File: src/rtl/radar_sweep_sequencer_if.sv
// rtl/radar_sweep_sequencer_if.sv - sensor, servo and result signals of the radar sweep sequencer
interface radar_sweep_sequencer_if;
    logic        en;
    logic        ech;
    logic        tk;
    logic [19:0] servo_sp;
    logic [3:0]  bin;
    logic        dir;
    logic        dist_valid;
    logic [6:0]  dist_cm;
    logic        timeout;
    logic        busy;

    modport master (
        input  en, ech,
        output tk, servo_sp, bin, dir, dist_valid, dist_cm, timeout, busy
    );

    modport slave (
        output en, ech,
        input  tk, servo_sp, bin, dir, dist_valid, dist_cm, timeout, busy
    );
endinterface

File: src/rtl/radar_sweep_sequencer.sv
// rtl/radar_sweep_sequencer.sv - ping-pong servo sweep with one HC-SR04 ping and distance result per bin
// Optional macro RADAR_RETRY_EN: retry a timed-out ping once at the same bin before reporting.
module radar_sweep_sequencer #(
    parameter int N_BINS           = 7,
    parameter int SP_MIN           = 16000,
    parameter int SP_STEP          = 8333,
    parameter int SETTLE_CYC       = 2700000,
    parameter int TRIG_CYC         = 270,
    parameter int RISE_TIMEOUT_CYC = 810000,
    parameter int CYC_PER_CM       = 1562,
    parameter int MIN_GAP_CYC      = 1620000
) (
    input  logic clk,
    input  logic rst,
    radar_sweep_sequencer_if.master bus
);
    localparam int TMR_MAX = (SETTLE_CYC > RISE_TIMEOUT_CYC)
                           ? ((SETTLE_CYC > TRIG_CYC) ? SETTLE_CYC : TRIG_CYC)
                           : ((RISE_TIMEOUT_CYC > TRIG_CYC) ? RISE_TIMEOUT_CYC : TRIG_CYC);
    localparam int TMR_W = $clog2(TMR_MAX + 1);
    localparam int GAP_W = $clog2(MIN_GAP_CYC + 1);
    localparam int SUB_W = $clog2(CYC_PER_CM + 1);

    typedef enum logic [2:0] {
        IDLE, SETTLE, TRIG, WAIT_RISE, MEASURE, REPORT, STEP
    } state_t;

    state_t           state, state_n;
    logic [TMR_W-1:0] tmr, tmr_n;
    logic [GAP_W-1:0] gap_cnt;
    logic [SUB_W-1:0] sub_cnt, sub_n;
    logic [6:0]       cm_cnt, cm_n;
    logic             ech_meta, ech_sync, ech_prev;
    logic             ech_rise, ech_fall, gap_ok;
    logic             ping_timeout, load_res, step;
    logic [6:0]       res_cm_n;
    logic             res_to_n;
    logic [3:0]       bin_q, bin_n;
    logic             dir_q, dir_n;
    logic [19:0]      sp_q;
    logic             tk_q, dv_q, to_q;
    logic [6:0]       cm_q;
`ifdef RADAR_RETRY_EN
    logic             retried, retried_n;
`endif

    assign ech_rise = ech_sync & ~ech_prev;
    assign ech_fall = ~ech_sync & ech_prev;
    assign gap_ok   = (gap_cnt >= GAP_W'(MIN_GAP_CYC - 1));

    always_comb begin
        state_n      = state;
        tmr_n        = tmr;
        sub_n        = sub_cnt;
        cm_n         = cm_cnt;
        ping_timeout = 1'b0;
        load_res     = 1'b0;
        res_cm_n     = cm_q;
        res_to_n     = to_q;
        step         = 1'b0;
`ifdef RADAR_RETRY_EN
        retried_n    = retried;
`endif
        case (state)
            IDLE: begin
                if (bus.en) begin
                    state_n = SETTLE;
                    tmr_n   = '0;
                end
            end
            SETTLE: begin
                // settle counter saturates so a gap-limited wait keeps it satisfied
                if (tmr == TMR_W'(SETTLE_CYC - 1)) begin
                    if (gap_ok) begin
                        state_n = TRIG;
                        tmr_n   = '0;
                    end
                end else begin
                    tmr_n = tmr + 1'b1;
                end
            end
            TRIG: begin
                if (tmr == TMR_W'(TRIG_CYC - 1)) begin
                    state_n = WAIT_RISE;
                    tmr_n   = '0;
                end else begin
                    tmr_n = tmr + 1'b1;
                end
            end
            WAIT_RISE: begin
                if (ech_rise) begin
                    state_n = MEASURE;
                    sub_n   = '0;
                    cm_n    = '0;
                end else if (tmr == TMR_W'(RISE_TIMEOUT_CYC - 1)) begin
                    ping_timeout = 1'b1;
                end else begin
                    tmr_n = tmr + 1'b1;
                end
            end
            MEASURE: begin
                if (ech_fall) begin
                    state_n  = REPORT;
                    load_res = 1'b1;
                    res_cm_n = cm_cnt;
                    res_to_n = 1'b0;
                end else if (cm_cnt == 7'd127) begin
                    ping_timeout = 1'b1;
                end else if (sub_cnt == SUB_W'(CYC_PER_CM - 1)) begin
                    sub_n = '0;
                    cm_n  = cm_cnt + 7'd1;
                end else begin
                    sub_n = sub_cnt + 1'b1;
                end
            end
            REPORT: begin
                state_n = STEP;
            end
            STEP: begin
                step    = 1'b1;
                tmr_n   = '0;
                state_n = bus.en ? SETTLE : IDLE;
`ifdef RADAR_RETRY_EN
                retried_n = 1'b0;
`endif
            end
            default: state_n = IDLE;
        endcase

        if (ping_timeout) begin
`ifdef RADAR_RETRY_EN
            if (!retried) begin
                // re-enter SETTLE already satisfied so only the trigger gap is honoured
                state_n   = SETTLE;
                tmr_n     = TMR_W'(SETTLE_CYC - 1);
                retried_n = 1'b1;
            end else begin
                state_n  = REPORT;
                load_res = 1'b1;
                res_cm_n = 7'd127;
                res_to_n = 1'b1;
            end
`else
            state_n  = REPORT;
            load_res = 1'b1;
            res_cm_n = 7'd127;
            res_to_n = 1'b1;
`endif
        end
    end

    always_comb begin
        bin_n = bin_q;
        dir_n = dir_q;
        if (!dir_q) begin
            if (bin_q == 4'(N_BINS - 1)) begin
                dir_n = 1'b1;
                bin_n = bin_q - 4'd1;
            end else begin
                bin_n = bin_q + 4'd1;
            end
        end else begin
            if (bin_q == 4'd0) begin
                dir_n = 1'b0;
                bin_n = 4'd1;
            end else begin
                bin_n = bin_q - 4'd1;
            end
        end
    end

    always_ff @(posedge clk or posedge rst) begin
        if (rst) begin
            state    <= IDLE;
            tmr      <= '0;
            sub_cnt  <= '0;
            cm_cnt   <= '0;
            gap_cnt  <= GAP_W'(MIN_GAP_CYC);
            ech_meta <= 1'b0;
            ech_sync <= 1'b0;
            ech_prev <= 1'b0;
            tk_q     <= 1'b0;
            dv_q     <= 1'b0;
            cm_q     <= '0;
            to_q     <= 1'b0;
            bin_q    <= '0;
            dir_q    <= 1'b0;
            sp_q     <= 20'(SP_MIN);
`ifdef RADAR_RETRY_EN
            retried  <= 1'b0;
`endif
        end else begin
            state    <= state_n;
            tmr      <= tmr_n;
            sub_cnt  <= sub_n;
            cm_cnt   <= cm_n;
            ech_meta <= bus.ech;
            ech_sync <= ech_meta;
            ech_prev <= ech_sync;
            tk_q     <= (state_n == TRIG);
            dv_q     <= (state_n == REPORT);
`ifdef RADAR_RETRY_EN
            retried  <= retried_n;
`endif
            // gap is measured from the trigger rise, i.e. the first TRIG cycle
            if (state == TRIG && tmr == '0)
                gap_cnt <= GAP_W'(1);
            else if (gap_cnt != GAP_W'(MIN_GAP_CYC))
                gap_cnt <= gap_cnt + 1'b1;
            if (load_res) begin
                cm_q <= res_cm_n;
                to_q <= res_to_n;
            end
            if (step) begin
                bin_q <= bin_n;
                dir_q <= dir_n;
                sp_q  <= 20'(SP_MIN + int'(bin_n) * SP_STEP);
            end
        end
    end

    assign bus.tk         = tk_q;
    assign bus.servo_sp   = sp_q;
    assign bus.bin        = bin_q;
    assign bus.dir        = dir_q;
    assign bus.dist_valid = dv_q;
    assign bus.dist_cm    = cm_q;
    assign bus.timeout    = to_q;
    assign bus.busy       = (state != IDLE);
endmodule

File: src/flat_wrapper.sv
// flat-port wrapper written by rule: the top's interface ports become plain ports
module radar_sweep_sequencer_flat 
#(
    parameter int N_BINS           = 7,
    parameter int SP_MIN           = 16000,
    parameter int SP_STEP          = 8333,
    parameter int SETTLE_CYC       = 2700000,
    parameter int TRIG_CYC         = 270,
    parameter int RISE_TIMEOUT_CYC = 810000,
    parameter int CYC_PER_CM       = 1562,
    parameter int MIN_GAP_CYC      = 1620000
)
  (clk, rst, bus_en, bus_ech, bus_tk, bus_servo_sp, bus_bin, bus_dir, bus_dist_valid, bus_dist_cm, bus_timeout, bus_busy);
  radar_sweep_sequencer_if bus_i ();
  input  logic clk;
  input  logic rst;
  input wire logic [$bits(bus_i.en)-1:0] bus_en;
  input wire logic [$bits(bus_i.ech)-1:0] bus_ech;
  output wire logic [$bits(bus_i.tk)-1:0] bus_tk;
  output wire logic [$bits(bus_i.servo_sp)-1:0] bus_servo_sp;
  output wire logic [$bits(bus_i.bin)-1:0] bus_bin;
  output wire logic [$bits(bus_i.dir)-1:0] bus_dir;
  output wire logic [$bits(bus_i.dist_valid)-1:0] bus_dist_valid;
  output wire logic [$bits(bus_i.dist_cm)-1:0] bus_dist_cm;
  output wire logic [$bits(bus_i.timeout)-1:0] bus_timeout;
  output wire logic [$bits(bus_i.busy)-1:0] bus_busy;
  assign bus_i.en = bus_en;
  assign bus_i.ech = bus_ech;
  assign bus_tk = bus_i.tk;
  assign bus_servo_sp = bus_i.servo_sp;
  assign bus_bin = bus_i.bin;
  assign bus_dir = bus_i.dir;
  assign bus_dist_valid = bus_i.dist_valid;
  assign bus_dist_cm = bus_i.dist_cm;
  assign bus_timeout = bus_i.timeout;
  assign bus_busy = bus_i.busy;
  radar_sweep_sequencer #(.N_BINS(N_BINS), .SP_MIN(SP_MIN), .SP_STEP(SP_STEP), .SETTLE_CYC(SETTLE_CYC), .TRIG_CYC(TRIG_CYC), .RISE_TIMEOUT_CYC(RISE_TIMEOUT_CYC), .CYC_PER_CM(CYC_PER_CM), .MIN_GAP_CYC(MIN_GAP_CYC)) u_core (.clk(clk), .rst(rst), .bus(bus_i));
endmodule
File: config.mk
export PLATFORM = sky130hd
export DESIGN_NAME = radar_sweep_sequencer_flat
export DESIGN_NICKNAME = d
export VERILOG_FILES = /design/src/rtl/radar_sweep_sequencer_if.sv /design/src/rtl/radar_sweep_sequencer.sv /design/src/flat_wrapper.sv
export SDC_FILE = /design/constraint.sdc
export NUM_CORES = 1
export LEC_CHECK = 0
export BUFFER_PORTS_ARGS = -buffer_cell sky130_fd_sc_hd__buf_2
export CAP_MARGIN = 40
export CORE_MARGIN = 2
export CORE_UTILIZATION = 40
export CTS_BUF_LIST = sky130_fd_sc_hd__clkbuf_2
export CTS_CLUSTER_DIAMETER = 100
export DETAILED_ROUTE_END_ITERATION = 10
export GPL_TIMING_DRIVEN = 1
export PLACE_DENSITY = 0.53
export SYNTH_ARGS = -nofsm -noshare
export SYNTH_HDL_FRONTEND = slang
export SYNTH_SLANG_ARGS = --single-unit
File: constraint.sdc
create_clock -name clk -period 4.63 [get_ports clk]
set_input_delay 0.2315 -clock clk [delete_from_list [all_inputs] [get_ports clk]]
set_output_delay 0.2315 -clock clk [all_outputs]
set_load 0.005 [all_outputs]
==> results of run 1 <==
-- kinds of logic after synthesis --
group	Yosys count	share of synthesized area
and+or+nand+nor	290	0.2512
AOI/OAI and AO/OA	130	0.1414
DFF	98	0.4259
buffers and inverters	46	0.03820
xor gates and xnor gates	32	0.04835
adders and majority gates	28	0.06173
muxes	18	0.03259
other	1	0.0006469
-- synthesized netlist by cell type, types with 13 or more instances --
cell     instances
dfrtp_1         85
nand2_1         78
nor2_1          73
o21ai_0         50
nand3_1         28
ha_1            27
xor2_1          20
inv_1           19
and3_1          17
o21ai_1         17
dfstp_2         13
nand4_1         13
nor2b_1         13
o31ai_1         13
-- power groups by stage --
stage	sequential [mW]	combinational [mW]	clock [mW]
after floorplan	0.874	0.0160	0
after global placement	0.874	0.0231	0
after detailed placement	0.874	0.0253	0
after CTS	0.861	0.0265	0.489
after global routing	0.862	0.0297	0.527
final	0.861	0.0248	0.465
-- path summary, 6_finish.rpt --
check	from	endpoint	cells after the start
hold / removal	rst	u_core.bus.bin[0]	3
hold reg to reg	u_core.ech_meta	u_core.ech_sync	0
min in group clk	bus_en	u_core.state[0]	5
setup reg to reg	u_core.bus.bin[0]	u_core.bus.servo_sp[15]	17
max in group asynchronous	rst	u_core.gap_cnt[19]	5
setup / recovery	u_core.bus.bin[0]	u_core.bus.servo_sp[15]	17
-- metal layers --
metal / vias up / wire length [um] / GRT usage
met4: 0 / 243 / 0.06808
met2: 71 / 5642 / 0.2543
met1: 2228 / 6272 / 0.2351
li1: 2356 / - / -
met3: 16 / 432 / 0.03093
met5: - / 0 / 0
-- worst max-delay path: cells and delay by family (launching register included) --
kind,cells,cell delay [ps]
flip-flops,1,450
AO/OA/AOI/OAI,4,1020
buffers and inverters,2,230
multiplexers,1,240
adder cells (fa/ha/maj),6,1670
AND/OR/NAND/NOR,3,450
XOR/XNOR,1,170
-- flip-flops by register name (all words and copies together) (netlist names), 3 cells and up --
signal	flops
u_core.tmr	22
u_core.gap_cnt	21
u_core.bus.servo_sp	16
u_core.sub_cnt	11
u_core.bus.dist_cm	7
u_core.cm_cnt	7
u_core.bus.bin	4
u_core.state	3
-- area by class of cell --
class	instances	area, sq um
Fill cell	1362	7639
Timing Repair Buffer	54	337.8
Clock inverter	4	67.56
Clock buffer	12	60.06
Tap cell	180	225.2
Inverter	19	73.82
Antenna cell	2	5.005
Multi-Input combinational cell	500	3166
Sequential cell	98	2469
-- cells in the final DEF, fill, tap and decap left out, drive strengths merged, types with 9 or more instances in the layout --
| cell type | Yosys | routed |
|---|---|---|
| dfrtp | 85 | 85 |
| nor2b | 13 | 13 |
| ha | 27 | 27 |
| nand4 | 13 | 13 |
| inv | 19 | 19 |
| a21oi | 13 | 13 |
| nor3 | 12 | 12 |
| nand2 | 78 | 78 |
| nor4 | 12 | 12 |
| and3 | 17 | 17 |
| mux2i | 11 | 11 |
| nor2 | 74 | 74 |
| dfstp | 13 | 13 |
| clkbuf | 11 | 12 |
| nand3 | 28 | 28 |
| o31ai | 14 | 14 |
| xnor2 | 12 | 12 |
| buf | 16 | 52 |
| o21ai | 69 | 69 |
| nand2b | 9 | 9 |
| xor2 | 20 | 20 |
-- repair_timing --
| item | 4_1_cts | 5_1_grt |
|---|---|---|
| buffers inserted | 0 | 1 |
| gates resized for setup | 0 | 9 |
| hold buffers | 2 | 0 |
| setup endpoints to repair | 0 | 7 |
| endpoints found under the hold margin | 66 | 0 |
-- stage by stage --
| step | worst slack, ps | util | hold slack [ps] | cells |
|---|---|---|---|---|
| after floorplan | 338.4 | - | 262.9 | 644 |
| after global placement | 265.3 | 0.4387 | 336.6 | 845 |
| after detailed placement | 126.7 | 0.4417 | 236.5 | 848 |
| after CTS | 53.28 | 0.4522 | 67.58 | 866 |
| after global routing | 29.21 | 0.4560 | 69.21 | 869 |
| final | 274.0 | 0.4560 | 122.8 | 869 |
==> results.py, run 1 <==
metrics = {
    "yosys": {
        "syn-instance-count": 643,
        "synth_edf_count": 0,
        "ys_types": 66,
        "yosysSeqAreaShare": 0.4259,
        "yosysTopAreaCell": "dfrtp_1",
        "synth_top_area_frac": 0.3669,
        "ys_ff_latch": 98,
        "async_flop_share": 1.000,
        "syn_area_sq_um": 5797,
        "avgSynthCellArea_sq_um": 9.015,
        "synthTopCellsByArea": "dfrtp_1 (37%), dfstp_2 (5.9%), ha_1 (5.8%)",
        "ys_warn_count": 0,
        "synth_ff_type": "dfrtp_1",
    },
    "clocking": {
        "cts_tree": "done",
        "insertion_delay_ps": 590,
        "cts_sinks": 98,
        "cts_buffer_depth": 2,
        "path_clk_slew_ps": 260,
        "htree_levels": 3,
        "numCtsBuffers": 9,
        "ctsRootBufferMaster": "clkbuf_2",
    },
    "setup_path": {
        "crit_path_frequent_cell": "ha_1",
        "critPathArrivalTime_ps": 4830,
        "slowest_delay_ps": 450,
        "critPathCaptureType": "flip-flop",
        "startpoint_type": "flip-flop",
        "required_ps": 5100,
        "cp_cell_sequence": "inv_2 > ha_1 > nand3b_1 > mux2i_2 > nand2_1 > inv_1 > ha_1 > ha_1 > ha_1 > fa_1 > a21o_1 > a211o_1 > and2_1 > ha_1 > o41ai_2 > xnor2_1 > o21ai_1",
        "crit_type": "flip-flop to flip-flop",
        "crit_fanout": 6,
        "reg2reg_slack_ps": 270,
        "worst_path_max_delay_cell": "dfrtp_1",
    },
    "final_layout": {
        "nNetsFinal": 714,
        "postLayoutCellArea_sq_um": 6404,
        "drive_gt1_frac": 0.1601,
        "syn2layout_area_growth_pct": 10.47,
    },
    "place": {
        "placed_cell_area_sq_um": 6202,
        "finalWeightedCongestion": 0.8691,
        "hpwlAfterDp_um": 8962,
        "portBuffers": 37,
    },
    "timing": {
        "finalCritPeriodShare": 0.9408,
        "setup_violations": 0,
        "hold_viol_final": 0,
        "clock_skew_ps": 43.71,
        "rsz0062_at_grt": "no",
        "finalSetupTns_ps": 0,
        "max_slew.worst_pin.slew_ps": 892.3,
        "timing.fmax_mhz": 229.6,
        "finalCriticalPeriod_ps": 4356,
        "final-max-slew-violation-count": 0,
        "slew_headroom": 0.3996,
    },
    "power_and_ir_drop": {
        "irDropWorstVdd_mv": 0.1091,
        "total_power_mw": 1.350,
        "p_int_mw": 1.048,
        "p_leak_nw": 2.854,
        "pwr-share-clk": 0.344,
        "comb_power_share": 0.018,
        "switching_share": 0.2243,
        "power.net_switching_mw": 0.3029,
        "power_frac_seq": 0.637,
        "power_density_nw_per_um2": 210.9,
    },
    "detailed_routing": {
        "avgRoutedWirePerCell_um": 14.49,
        "vias_per_cell": 5.375,
        "drcViolationCount": 0,
        "wirelength_um": 12590,
        "ant_nets": 0,
        "drt-pass1-iter-count": 4,
        "vias": 4671,
        "drt_iter0_drc": 276,
    },
    "die": {
        "io_pins": 40,
        "die_area_sq_um": 15470,
        "core_area_sq_um": 14040,
        "initial_utilization": 0.4128,
        "fp.dieH_um": 124.4,
        "die_w_um": 124.4,
        "num_rows": 43,
    },
    "global_routing": {
        "grt-ovfl-total": 0,
        "antenna_found_initial": 1,
        "grt.total_usage": 0.1671,
        "grt_pass1_vias": 4421,
        "grt_max_degree": 41,
        "grt_pass1_wl_um": 21620,
    },
    "hold_path": {
        "holdCritPathClass": "primary input to async pin",
    },
    "outcome": {
        "status": "complete, no violations",
    },
    "flow_run": {
        "cap_viol_max_count": 0,
    },
}
Power figures use the tool's default switching activity.
==> run 2, diff against run 1 <==
ABC_AREA = 1   (was default)
PLACE_DENSITY = 0.52   (was 0.53)
==> run 2 against run 1 <==
Net effect:
- synthesized cell count is 42% higher
- non-clock buffer count is 9 lower
- cell area is 11% higher
- core utilization is 1.1 points lower
- clock power is 16% higher
==> results.py, run 2 <==
metrics = {
    "timing": {
        "setup_violations": 0,
        "timing.fmax_mhz": 256.1,
        "final-max-slew-violation-count": 0,
        "finalCritPeriodShare": 0.8432,
        "hold_viol_final": 0,
        "slew_headroom": 0.5326,
        "finalCriticalPeriod_ps": 3904,
        "finalSetupTns_ps": 0,
        "clock_skew_ps": 45.49,
        "rsz0062_at_grt": "no",
        "max_slew.worst_pin.slew_ps": 695.9,
    },
    "yosys": {
        "yosysMostFrequentCell": "nand2_1",
        "syn-instance-count": 910,
        "synth.top_cells.by_count": "nand2_1 (233), inv_1 (95), nand3_1 (94), nor2_1 (90), dfrtp_1 (85)",
        "yosysTopAreaCell": "dfrtp_1",
        "async_flop_share": 1.000,
        "synth_edf_count": 0,
        "ys_types": 47,
        "ys_warn_count": 0,
        "synth_top_area_frac": 0.3267,
        "yosysSeqAreaShare": 0.3792,
        "avgSynthCellArea_sq_um": 7.154,
        "syn_area_sq_um": 6510,
        "synthTopCellsByArea": "dfrtp_1 (33%), nand2_1 (13%), nand3_1 (7.2%)",
        "synth_ff_type": "dfrtp_1",
        "ys_ff_latch": 98,
    },
    "setup_path": {
        "startpoint_type": "flip-flop",
        "crit_fanout": 7,
        "critPathBufInv": 1,
        "critPathCaptureType": "flip-flop",
        "r2r_start": "u_core.bus.bin[0]",
        "worst_path_max_delay_cell": "dfrtp_1",
        "slowest_delay_ps": 510,
        "critPathArrivalTime_ps": 4430,
        "path_delay_family": "simple AND/OR/NAND/NOR gates",
        "startpoint": "u_core.bus.bin[0]",
        "crit_type": "flip-flop to flip-flop",
        "required_ps": 5150,
        "cp_cell_sequence": "inv_1 > ha_1 > nand2_1 > nor2_1 > nor2_1 > nand3_1 > nand2_1 > ha_1 > ha_1 > ha_1 > fa_1 > nand3_1 > nand2_1 > nand2_1 > nand2_1 > nand3_1 > nand3_1 > nor2_1 > nand2_1 > nand3_1 > nand3_1",
    },
    "final_layout": {
        "syn2layout_area_growth_pct": 8.707,
        "regMostFlops": "u_core.tmr",
        "nNetsFinal": 975,
        "final_common_cell": "nand2_1",
        "layout_common_cells": "nand2_1 (233), inv_1 (94), nand3_1 (94), nor2_1 (90), dfrtp_1 (85)",
        "postLayoutCellArea_sq_um": 7077,
        "diodes": 0,
        "drive_gt1_frac": 0.1192,
        "largest_reg_flops": 22,
    },
    "global_routing": {
        "antenna_found_initial": 0,
        "grt-ovfl-total": 0,
        "grt.total_usage": 0.1990,
        "grt_pass1_vias": 5497,
        "grt_pass1_wl_um": 28080,
        "grt_max_degree": 59,
    },
    "clocking": {
        "numCtsBuffers": 9,
        "ctsRootBufferMaster": "clkbuf_2",
        "cts_sinks": 98,
        "insertion_delay_ps": 620,
        "postCtsSetupBuffers": 0,
        "cts_tree": "done",
        "cts_resized": 0,
        "htree_levels": 3,
        "path_clk_slew_ps": 270,
        "cts_buffer_depth": 2,
    },
    "detailed_routing": {
        "drcViolationCount": 0,
        "ant_nets": 0,
        "drt-pass1-iter-count": 6,
        "drt_iter0_drc": 430,
        "wirelength_um": 16460,
        "vias": 5847,
        "vias_per_cell": 5.023,
        "avgRoutedWirePerCell_um": 14.14,
    },
    "die": {
        "die_area_sq_um": 17310,
        "fp.dieH_um": 131.6,
        "initial_utilization": 0.4098,
        "num_rows": 46,
        "io_pins": 40,
        "core_area_sq_um": 15890,
        "die_w_um": 131.6,
    },
    "hold_path": {
        "holdCritPathClass": "primary input to async pin",
    },
    "power_and_ir_drop": {
        "power_density_nw_per_um2": 201.7,
        "irDropWorstVdd_mv": 0.1214,
        "p_leak_nw": 3.488,
    },
    "place": {
        "hpwlAfterDp_um": 12360,
        "finalWeightedCongestion": 0.9035,
        "placed_cell_area_sq_um": 6889,
        "portBuffers": 37,
    },
    "outcome": {
        "status": "complete, no violations",
    },
    "flow_run": {
        "cap_viol_max_count": 0,
    },
}
[run 2: final timing paths]
path / endpoint / slack (ps) / depth (start not counted)
setup / recovery: u_core.bus.servo_sp[16] / 730 / 21
hold / removal: u_core.bus.servo_sp[14] / 80 / 3
setup reg to reg: u_core.bus.servo_sp[16] / 730 / 21
hold reg to reg: u_core.ech_sync / 420 / 0
max in group asynchronous: u_core.gap_cnt[5] / 3910 / 4
min in group clk: u_core.ech_meta / 270 / 2
[run 2: area by class of cell]
class | count | area (sq um)
clock buffers | 11 | 55.05
clock inverters | 5 | 102.6
fillers | 1674 | 8808
inverters | 113 | 426.7
multi-input cells | 676 | 3481
flip-flops and latches | 98 | 2469
well taps | 216 | 270.3
repair buffers | 45 | 272.8
[run 2: power breakdown]
part / switching, mW / internal (mW)
registers: 0.000578 / 0.860
clock network: 0.305 / 0.236
logic: 0.0197 / 0.00603
[run 2: layer usage]
layer  vias up  track usage  part of all wire
li1       3057            -                 -
met1      2678       0.2931              0.51
met2        98       0.3010              0.44
met3        14      0.03627             0.040
met4         0      0.04952             0.011
met5         -            0                 0
[run 2: kinds of logic after synthesis]
family,synth area share
buf+inv,0.08668
simple gates,0.3521
compound gates,0.09821
other cells,0.0005760
xor+xnor,0.02825
flops,0.3792
fa+ha+maj,0.05497
[run 2: worst register-to-register path, stage by stage, from the launching register on]
cell and delay (ps):
dfrtp_1 510, inv_1 150, ha_1 240, nand2_1 70, nor2_1 50, nor2_1 130, nand3_1 140, nand2_1 240
ha_1 280, ha_1 270, ha_1 250, fa_1 410, nand3_1 120, nand2_1 60, nand2_1 80, nand2_1 90
nand3_1 130, nand3_1 170, nor2_1 180, nand2_1 100, nand3_1 70, nand3_1 80
[run 2: repair_timing]
item / 4_1_cts / 5_1_grt
setup endpoints to repair: 0 / 0
hold buffers: 3 / 0
endpoints found under the hold margin: 92 / 0
[run 2: through the flow]
stage                     total power [mW]  setup slack, ps  hold slack, ps  instances    util
after floorplan                     0.8889             1158           262.9        911       -
after global placement              0.8969            870.4           340.0       1144  0.4319
after detailed placement            0.8997            735.3           201.3       1145  0.4337
after CTS                            1.452            725.0           21.15       1164  0.4455
after global routing                 1.488            317.5           37.11       1164  0.4455
final                                1.427            725.8           75.84       1164  0.4455
